[src/rtl/dual_core_ram_arbiter.sv]
// ============================================================================
// Module   : dual_core_ram_arbiter
// Brief    : Round-robin arbiter sharing one single-port data RAM between two
//            processor cores. It serialises req/we/addr/wdata commands onto the
//            RAM port, pulses a grant per issued access and returns read data
//            with a valid strobe.
// Options  : ARB_STATS_EN - adds 16-bit saturating statistics outputs
//            gcnt0/gcnt1 (grants per core) and ccnt (conflict cycles).
// Revision : 1.0 - initial release
// ============================================================================
`default_nettype none

module dual_core_ram_arbiter #(
  parameter int DW = 32,
  parameter int AW = 8
) (
  input  logic          clk,
  input  logic          rst,
  // core 0
  input  logic          req0,
  input  logic          we0,
  input  logic [AW-1:0] addr0,
  input  logic [DW-1:0] wdata0,
  output logic          gnt0,
  output logic          rvalid0,
  output logic [DW-1:0] rdata0,
  // core 1
  input  logic          req1,
  input  logic          we1,
  input  logic [AW-1:0] addr1,
  input  logic [DW-1:0] wdata1,
  output logic          gnt1,
  output logic          rvalid1,
  output logic [DW-1:0] rdata1,
  // shared RAM port
  output logic          mem_en,
  output logic          mem_we,
  output logic [AW-1:0] mem_addr,
  output logic [DW-1:0] mem_wdata,
  input  logic [DW-1:0] mem_rdata,
  output logic          busy
`ifdef ARB_STATS_EN
  ,
  output logic [15:0]   gcnt0,
  output logic [15:0]   gcnt1,
  output logic [15:0]   ccnt
`endif
);

  localparam logic [1:0] S_IDLE   = 2'd0;
  localparam logic [1:0] S_ACCESS = 2'd1;
  localparam logic [1:0] S_RESP   = 2'd2;

  logic [1:0] state;
  logic       last;     // core granted most recently; the other one wins a tie
  logic       win;      // core owning the access in flight
  logic       cmd_we;   // registered write flag of the access in flight
  logic       pick1;    // IDLE-cycle arbitration result: 1 selects core 1

  // Round-robin choice: a lone requester wins, a tie goes to the core that was not last served
  always_comb begin
    pick1 = req1;
    if (req0 && req1) begin
      pick1 = ~last;
    end
  end

  // Main FSM: latch the winning command, issue it, then collect read data
  always_ff @(posedge clk) begin
    if (rst) begin
      state     <= S_IDLE;
      last      <= 1'b1;
      win       <= 1'b0;
      cmd_we    <= 1'b0;
      mem_addr  <= '0;
      mem_wdata <= '0;
      rdata0    <= '0;
      rdata1    <= '0;
      rvalid0   <= 1'b0;
      rvalid1   <= 1'b0;
    end else begin
      rvalid0 <= 1'b0;
      rvalid1 <= 1'b0;
      case (state)
        S_IDLE: begin
          if (req0 || req1) begin
            win       <= pick1;
            cmd_we    <= pick1 ? we1    : we0;
            mem_addr  <= pick1 ? addr1  : addr0;
            mem_wdata <= pick1 ? wdata1 : wdata0;
            state     <= S_ACCESS;
          end
        end
        S_ACCESS: begin
          last  <= win;
          state <= cmd_we ? S_IDLE : S_RESP;
        end
        S_RESP: begin
          // RAM read data is valid in the cycle after mem_en
          if (win) begin
            rdata1  <= mem_rdata;
            rvalid1 <= 1'b1;
          end else begin
            rdata0  <= mem_rdata;
            rvalid0 <= 1'b1;
          end
          state <= S_IDLE;
        end
        default: state <= S_IDLE;
      endcase
    end
  end

  // RAM strobes and grants are pure decodes of the ACCESS state
  always_comb begin
    mem_en = (state == S_ACCESS);
    mem_we = mem_en & cmd_we;
    gnt0   = mem_en & ~win;
    gnt1   = mem_en & win;
    busy   = (state != S_IDLE);
  end

`ifdef ARB_STATS_EN
  // Saturating statistics: grants per core and IDLE cycles with a conflict
  always_ff @(posedge clk) begin
    if (rst) begin
      gcnt0 <= '0;
      gcnt1 <= '0;
      ccnt  <= '0;
    end else begin
      if (gnt0 && (gcnt0 != 16'hFFFF)) gcnt0 <= gcnt0 + 16'd1;
      if (gnt1 && (gcnt1 != 16'hFFFF)) gcnt1 <= gcnt1 + 16'd1;
      if ((state == S_IDLE) && req0 && req1 && (ccnt != 16'hFFFF)) ccnt <= ccnt + 16'd1;
    end
  end
`endif

endmodule

`default_nettype wire

[config.mk]
export PLATFORM = sky130hd
export DESIGN_NAME = dual_core_ram_arbiter
export DESIGN_NICKNAME = d
export VERILOG_FILES = /design/src/rtl/dual_core_ram_arbiter.sv
export SDC_FILE = /design/constraint.sdc
export NUM_CORES = 1
export LEC_CHECK = 0
export CORE_MARGIN = 2
export CORE_UTILIZATION = 42
export CTS_CLUSTER_DIAMETER = 50
export DETAILED_ROUTE_END_ITERATION = 10
export PLACE_DENSITY = 0.85
export SETUP_SLACK_MARGIN = 0.2
export SYNTH_ARGS = -nofsm -noshare
export SYNTH_HDL_FRONTEND = slang
export SYNTH_SLANG_ARGS = --single-unit
[constraint.sdc]
create_clock -name clk -period 2.9 [get_ports clk]
set_input_delay 0.58 -clock clk [delete_from_list [all_inputs] [get_ports clk]]
set_output_delay 0.58 -clock clk [all_outputs]
set_load 0.02 [all_outputs]
==> results of run 1 <==
-- synth_stat cells (all sizes together) --
library cell,n,share of area (%)
o21ai,1,0.12
nor2,6,0.59
and3b,1,0.21
inv,2,0.18
dfxtp,111,52
a211o,1,0.21
and2,2,0.29
a21bo,1,0.24
nor3b,1,0.29
clkbuf,17,1.5
nor3,2,0.24
or3b,1,0.21
buf,30,3.5
nand2b,1,0.15
nand2,211,19
a21oi,106,12
a21boi,1,0.26
nand3b,1,0.18
a311oi,41,8.4
or2,1,0.15
-- registers in the layout, indices dropped and copies added, names as in the netlist --
register,cells
mem_wdata,32
rdata1,32
rvalid0,1
rvalid1,1
mem_addr,8
last,1
win,1
cmd_we,1
state,2
rdata0,32
-- layout make-up --
class | instances | share of cell area, %
inverter | 2 | 0.111
timing repair buffer | 239 | 35.0
sequential | 111 | 32.8
multi-input combinational | 378 | 27.0
tap | 133 | 2.45
clock inverter | 5 | 0.627
clock buffer | 10 | 2.03
-- tightest hold or removal path, stage by stage (launching register included) --
cell     delay [ns]
dfxtp_1        0.32
nand2_1        0.05
a21oi_1        0.05
-- metal layers --
| layer | GRT usage (%) | part of all wire [%] | vias up |
|---|---|---|---|
| met2 | 41.5 | 48 | 222 |
| met1 | 28.6 | 40 | 2150 |
| met4 | 8.76 | 2.5 | 0 |
| met3 | 7.30 | 9.0 | 29 |
| met5 | 0 | 0 | - |
| li1 | - | - | 2224 |
-- power groups by stage --
| stage | registers [mW] | logic (mW) | clock network [mW] |
|---|---|---|---|
| after CTS | 1.68 | 0.789 | 0.877 |
| after detailed placement | 1.71 | 0.786 | 0 |
| after floorplan | 1.80 | 0.263 | 0 |
| final | 1.68 | 0.788 | 0.863 |
| after global placement | 1.71 | 0.770 | 0 |
| after global routing | 1.69 | 0.844 | 0.949 |
-- placed cells by master (no fill, tap or decap) --
cell type and instances:
and3b_1 1, nor3b_4 1, a21oi_1 106, inv_6 1
inv_2 1, buf_4 11, dfxtp_1 111, nand2b_1 1
inv_1 1, clkinv_2 1, a21boi_4 1, nor2_2 2
buf_12 1, clkdlybuf4s50_1 227, nor3_1 2, or3b_1 1
clkinv_4 2, nand2_1 211, a311oi_1 41, o21ai_0 1
nor2_1 4, inv_8 1, a211o_1 1, or2_2 1
nand3b_1 1, and2_1 2, a21bo_1 1, clkbuf_8 10
-- worst min path at each step --
stage	from	to	slack, ns	cells past startpoint
2_1_floorplan	cmd_we	state[1]	0.42	1
3_3_place_gp	rdata1[29]	rdata1[29]	0.44	2
3_5_place_dp	rdata0[28]	rdata0[28]	0.45	2
4_1_cts	rdata1[12]	rdata1[12]	0.46	2
5_1_grt	rdata0[23]	rdata0[23]	0.48	2
6_report	rdata0[10]	rdata0[10]	0.46	2
-- kinds of logic (layout without fill, tap and decap cells) --
logic type | count (synthesis) | in the layout | synth area share, %
buffers and inverters | 49 | 256 | 5.23
and+or+nand+nor | 227 | 227 | 20.9
DFF | 111 | 111 | 52.2
AOI/OAI and AO/OA | 151 | 151 | 21.7
==> out/qor.yml, run 1 <==
outcome: "finished, final reports clean"
hold_class: "flip-flop to flip-flop"
htreeDepth: 3
crit_path_top_delay_cell: "clkdlybuf4s50_1"
antenna_found_initial: 0
multiInputGateArea_mm2: 0.00183
drv_slew: 0
insertion_delay_ns: 0.36
cp-startpoint: "state[0]"
syn_nets: 656
grt_max_degree: 66
power_switching_mw: 0.973
final_util_pct: 69.1
fmax_mhz: 407
cts.sinks: 111
clockRootBuffer: "clkbuf_8"
relSlewSlack_pct: 18.8
drive_gt1_share_pct: 4.43
synthesis.area_mm2: 0.00426
grt_pass1_vias: 4515
start_kind: "flip-flop"
start_util_pct: 43.4
regArea_mm2: 0.00222
maxCapViolCount: 0
cp.depth: 4
end_kind: "output port"
globalRouteTotalUtil_pct: 24.2
avgSynthCellArea_um2: 7.92
drtAntennaViolNets: 0
cts_resized: 0
drt_pass1_iterations: 4
grt_pass1_wl_um: 21700
syn2layout_area_growth_pct: 59.2
synth_cells: 538
overflow: 0
postCtsSetupBuffers: 0
fin_skew_ns: 0.0171
io_buffers: 228
r2r_cells: 3
r2r_slack_ns: 0.99
dieWidth_um: 105
rows: 36
die_y_um: 105
power_frac_seq_pct: 50.4
p_clk_share_pct: 25.9
wl_um: 13700
netSwitchingFraction_pct: 29.2
setup_viol: 0
path_buf_inv: 2
final_cells: 878
dieArea_mm2: 0.0110
worstPathCellList: "nand2b_1, inv_1, and2_1, clkdlybuf4s50_1"
fin_nets: 859
rsz0062_at_grt: "false"
antennaDiodeCount: 0
hold_slack_ns: 0.456
r2r-start: "win"
gp_congestion: 0.796
drt_iter0_drc: 166
dpl_cell_area_mm2: 0.00660
finalCriticalPeriod_ns: 2.46
cts_tree: "yes"
post-dp-hpwl_um: 9710
slowest_delay_ns: 0.61
p_int_mw: 2.35
stdcell_area_mm2: 0.00678
numCtsBuffers: 9
avgRoutedWirePerCell_um: 15.6
yosys_warnings: 0
power_density_mw_per_mm2: 491
crit_required_ns: 2.32
clkSlewWorstSetupHoldPaths_ns: 0.10
ios: 229
seq_area_frac_synth_pct: 52.2
synth_seq_cells: 111
fin_crit_sh_pct: 84.7
finalHoldViolCount: 0
worst_ep_arrival_time_ns: 1.88
finalPower_mw: 3.33
leakagePower_nw: 2.40
core_mm2: 0.00982
worst_slack_ns: 0.445
fill_cells: 799
preCtsSetupSlack_ns: 0.491
via_count: 4625
synth_cell_types: 23
comb_power_share_pct: 23.7
critPathCapture: "gnt1"
crit_fanout: 6
viasPerCell: 5.27
finalSetupTns_ns: 0
cts_hold_buffers: 0
drcViolationCount: 0
crit_type: "flip-flop to output port"
cp_top_family: "buffers and inverters"
cts_max_path_buffers: 2
ir_worst_vdd_uv: 298
r2r-end: "rdata0[9]"
worst_pin_slew_ns: 1.22
place_inst: 863
Power figures use the tool's default switching activity.
==> inputs of run 2 (changes only) <==
CORE_UTILIZATION = 39   (was 42)
PLACE_DENSITY = 0.8   (was 0.85)
clock period = 2.3 ns   (was 2.9 ns; I/O delays follow)
==> out/qor.yml, run 2 (synthesis gave the netlist of run 1 again) <==
outcome: "finished, final reports clean"
maxCapViolCount: 0
post-dp-hpwl_um: 9760
worst_pin_slew_ns: 0.777
via_count: 4566
setup_viol: 0
end_kind: "output port"
drt_iter0_drc: 245
fin_nets: 861
grt_pass1_vias: 4518
start_kind: "flip-flop"
ir_worst_vdd_uv: 345
power_switching_mw: 1.17
fill_cells: 933
final_cell_mix: "clkdlybuf4s50_1 (223), nand2_1 (211), dfxtp_1 (109)"
multiInputGateArea_mm2: 0.00184
finalHoldViolCount: 0
final_util_pct: 63.3
comb_power_share_pct: 24.1
io_buffers: 228
crit_fanout: 6
insertion_delay_ns: 0.36
avgRoutedWirePerCell_um: 15.2
drt_pass1_iterations: 5
hold_class: "flip-flop to flip-flop"
globalRouteTotalUtil_pct: 22.6
antenna_found_initial: 0
power_density_mw_per_mm2: 607
htreeDepth: 3
core_mm2: 0.0107
rsz0062_at_grt: "false"
syn2layout_area_growth_pct: 59.7
fin_skew_ns: 0.0147
gp_congestion: 0.778
cts_tree: "yes"
finalSetupTns_ns: 0
cts_max_path_buffers: 2
layout_commonest_cell: "clkdlybuf4s50_1"
cts_hold_buffers: 0
drtAntennaViolNets: 0
rows: 38
regArea_mm2: 0.00222
p_clk_share_pct: 24.7
p_int_mw: 2.95
viasPerCell: 5.15
leakagePower_nw: 2.42
cts.sinks: 111
netSwitchingFraction_pct: 28.5
power_frac_seq_pct: 51.2
crit_type: "flip-flop to output port"
drv_slew: 0
antennaDiodeCount: 0
fin_crit_sh_pct: 87.8
clkSlewWorstSetupHoldPaths_ns: 0.09
wl_um: 13400
grt_pass1_wl_um: 21200
top_regs: "mem_wdata: 32 flops, rdata0: 32 flops, rdata1: 32 flops"
finalCriticalPeriod_ns: 2.02
dieWidth_um: 109
die_y_um: 109
crit_required_ns: 1.84
worst_ep_arrival_time_ns: 1.56
postCtsSetupBuffers: 0
numCtsBuffers: 9
relSlewSlack_pct: 48.2
ios: 229
clockRootBuffer: "clkbuf_8"
drive_gt1_share_pct: 4.69
overflow: 0
fmax_mhz: 495
grt_max_degree: 71
dieArea_mm2: 0.0118
start_util_pct: 39.6
drcViolationCount: 0
## run 2: cell types whose count changed in the layout (fill, tap and decap cells not counted), sizes merged
cell and delta:
clkinvlp +1, clkbuf +1, buf +2, dlygate4sd2 +4, inv -2, clkdlybuf4s50 -4, clkinv -1
## run 2: what timing repair did
action / in CTS / in global routing
pin swaps: 0 / 0
gates resized for setup: 5 / 1
endpoints found under the setup margin: 4 / 3
## run 2: worst paths after layout
kind,start,end,slack [ns],depth (start not counted)
setup reg to reg,state[1],mem_wdata[15],0.88,4
hold reg to reg,rdata1[12],rdata1[12],0.46,2
hold / removal,rdata1[12],rdata1[12],0.46,2
setup / recovery,state[1],gnt1,0.28,4
## run 2: cell type report
class,instances,share of cell area (%)
inverter,2,0.110
sequential,111,32.7
timing repair buffer,241,35.2
clock buffer,11,2.08
clock inverter,3,0.313
multi-input combinational,378,27.0
tap,140,2.57
## run 2: worst max-delay path: stages (launching register included)
cell           delay (ns)
dfxtp_2              0.36
nand2b_1             0.20
inv_1                0.13
and2_1               0.16
dlygate4sd2_1        0.36
## run 2: metal layers
layer / track usage, % / up-vias / part of all wire, %
met4: 8.79 / 0 / 2.2
met2: 38.8 / 193 / 48
met3: 6.87 / 25 / 9.0
li1: - / 2223 / -
met1: 26.2 / 2125 / 41
met5: 0 / - / 0
## run 2: stage by stage
step | std cells | area, µm² | hold slack [ns] | power (mW) | setup WS [ns]
floorplan | 538 | 4260 | 0.417 | 2.61 | 0.881
global placement | 872 | 6640 | 0.442 | 3.13 | 0.169
detailed placement | 872 | 6640 | 0.445 | 3.15 | 0.0975
CTS | 886 | 6800 | 0.459 | 4.16 | 0.206
global route | 886 | 6800 | 0.478 | 4.32 | 0.219
finish | 886 | 6800 | 0.457 | 4.13 | 0.280
## run 2: power groups by stage
stage	Combinational (mW)	Sequential [mW]	Clock (mW)
finish	0.994	2.11	1.02
floorplan	0.332	2.28	0
detailed placement	1.00	2.15	0
global placement	0.982	2.15	0
CTS	1.00	2.11	1.05
global route	1.07	2.13	1.12
==> edit (config.mk and constraints of run 2) <==
`DW`: 32 -> 28.
--- a/src/rtl/dual_core_ram_arbiter.sv
+++ b/src/rtl/dual_core_ram_arbiter.sv
@@ -11,7 +11,7 @@
 `default_nettype none
 
 module dual_core_ram_arbiter #(
-  parameter int DW = 32,
+  parameter int DW = 28,
   parameter int AW = 8
 ) (
   input  logic          clk,
Interface: changed (6 resized); port bits go from 229 to 205. The function was not compared with the original's and may differ.
==> edit against run 2 <==
Clock skew fell by 0.0040 ns. Largest power group unchanged. Critical path depth did not move. Sequential cell count decreased by 12. Combinational power decreased by 10%. First-iteration DRC count decreased by 43%. Total power down 2.5%. Area after synthesis shrank 9.2%. Routed wire length down 12%. Worst setup slack better by 0.043 ns. Cell area shrank 9.0%. Register-to-register slack worse by 0.34 ns.
==> edit: results (changes against run 2) <==
----------------------------------------------------
[Finish]
  Non-clock buffer share of cell area ... 0.3494 (was 0.3524)
  # fillers ... 819 (was 933)
  Fraction of area in registers ... 0.3203 (was 0.3270)
  Largest registers ... mem_wdata x28, rdata0 x28, rdata1 x28 (was mem_wdata x32, rdata0 x32, rdata1 x32)
  Non-filler instance count after layout ... 802 (was 886)
  Multi-input combinational gate total ... 338 (was 378)
  CLK BUF ... 12 (was 11)

[Yosys]
  Share of the yosys chip area belonging to registers ... 0.5123 (was 0.5217)
  Count of unique library cells instantiated by Yosys ... 25 (was 23)
  Mean instance size in the synthesized netlist ... 8.060 um2 (was 7.917 um2)

[Timing]
  Setup ws final ... 0.3223 ns (was 0.2797 ns)
  Worst hold margin ... 0.4510 ns (was 0.4568 ns)

[Clock tree]
  Number of sinks driven by the clock tree ... 99 (was 111)

[GRT]
  Met1 track utilization from global routing ... 0.2539 (was 0.2622)
  Largest net degree at the start of global routing ... 50 (was 71)
  Met2 layer usage reported by global route ... 0.3548 (was 0.3879)
  Vias in the first global route ... 3935 (was 4518)

[Place]
  Post-placement cell count ... 786 (was 872)
  Final Wtd Congestion ... 0.8019 (was 0.7777)
  PortBufs ... 204 (was 228)

[Pwr]
  Leakage power of the design ... 2.233 nW (was 2.422 nW)

[Outcome]
  Run status ... complete, no violations (unchanged)

[Detailed routing]
  DR WL met2 ... 5687 um (was 6472 um)
  Post-route met1 wirelength ... 4655 um (was 5473 um)
  Met3 Routed Length ... 1168 um (was 1208 um)
  Number of DRC markers in iteration 0 ... 139 (was 245)

[Worst hold path]
  Hold_sp ... cmd_we (was rdata1[12])

[Setup path]
  Cell with the largest stage delay on the worst path ... sky130_fd_sc_hd__dfxtp_1 (was sky130_fd_sc_hd__dfxtp_2)

----------------------------------------------------
==> edit: cell count changes in the layout (fill, tap and decap cells not counted), moves of 2 or more <==
| cell | change |
|---|---|
| sky130_fd_sc_hd__clkdlybuf4s50_1 | -25 |
| sky130_fd_sc_hd__nand2_1 | -24 |
| sky130_fd_sc_hd__a21oi_1 | -12 |
| sky130_fd_sc_hd__dfxtp_1 | -11 |
| sky130_fd_sc_hd__buf_4 | -6 |
| sky130_fd_sc_hd__a311oi_1 | -4 |
| sky130_fd_sc_hd__buf_12 | +2 |
| sky130_fd_sc_hd__bufinv_16 | +2 |
| sky130_fd_sc_hd__dlymetal6s2s_1 | +2 |
==> edit: worst min-delay path by stage <==
stage / to / depth (start not counted)
finish: state[1] / 1
global route: rdata1[19] / 2
CTS: state[1] / 1
detailed placement: state[1] / 1
global placement: rdata1[9] / 2
floorplan: state[1] / 1
==> edit: report_power, final <==
group	switching, mW	leakage, nW	internal [mW]
sequential	0.0671	0.809	1.82
clock	0.570	0.113	0.671
combinational	0.444	1.31	0.450
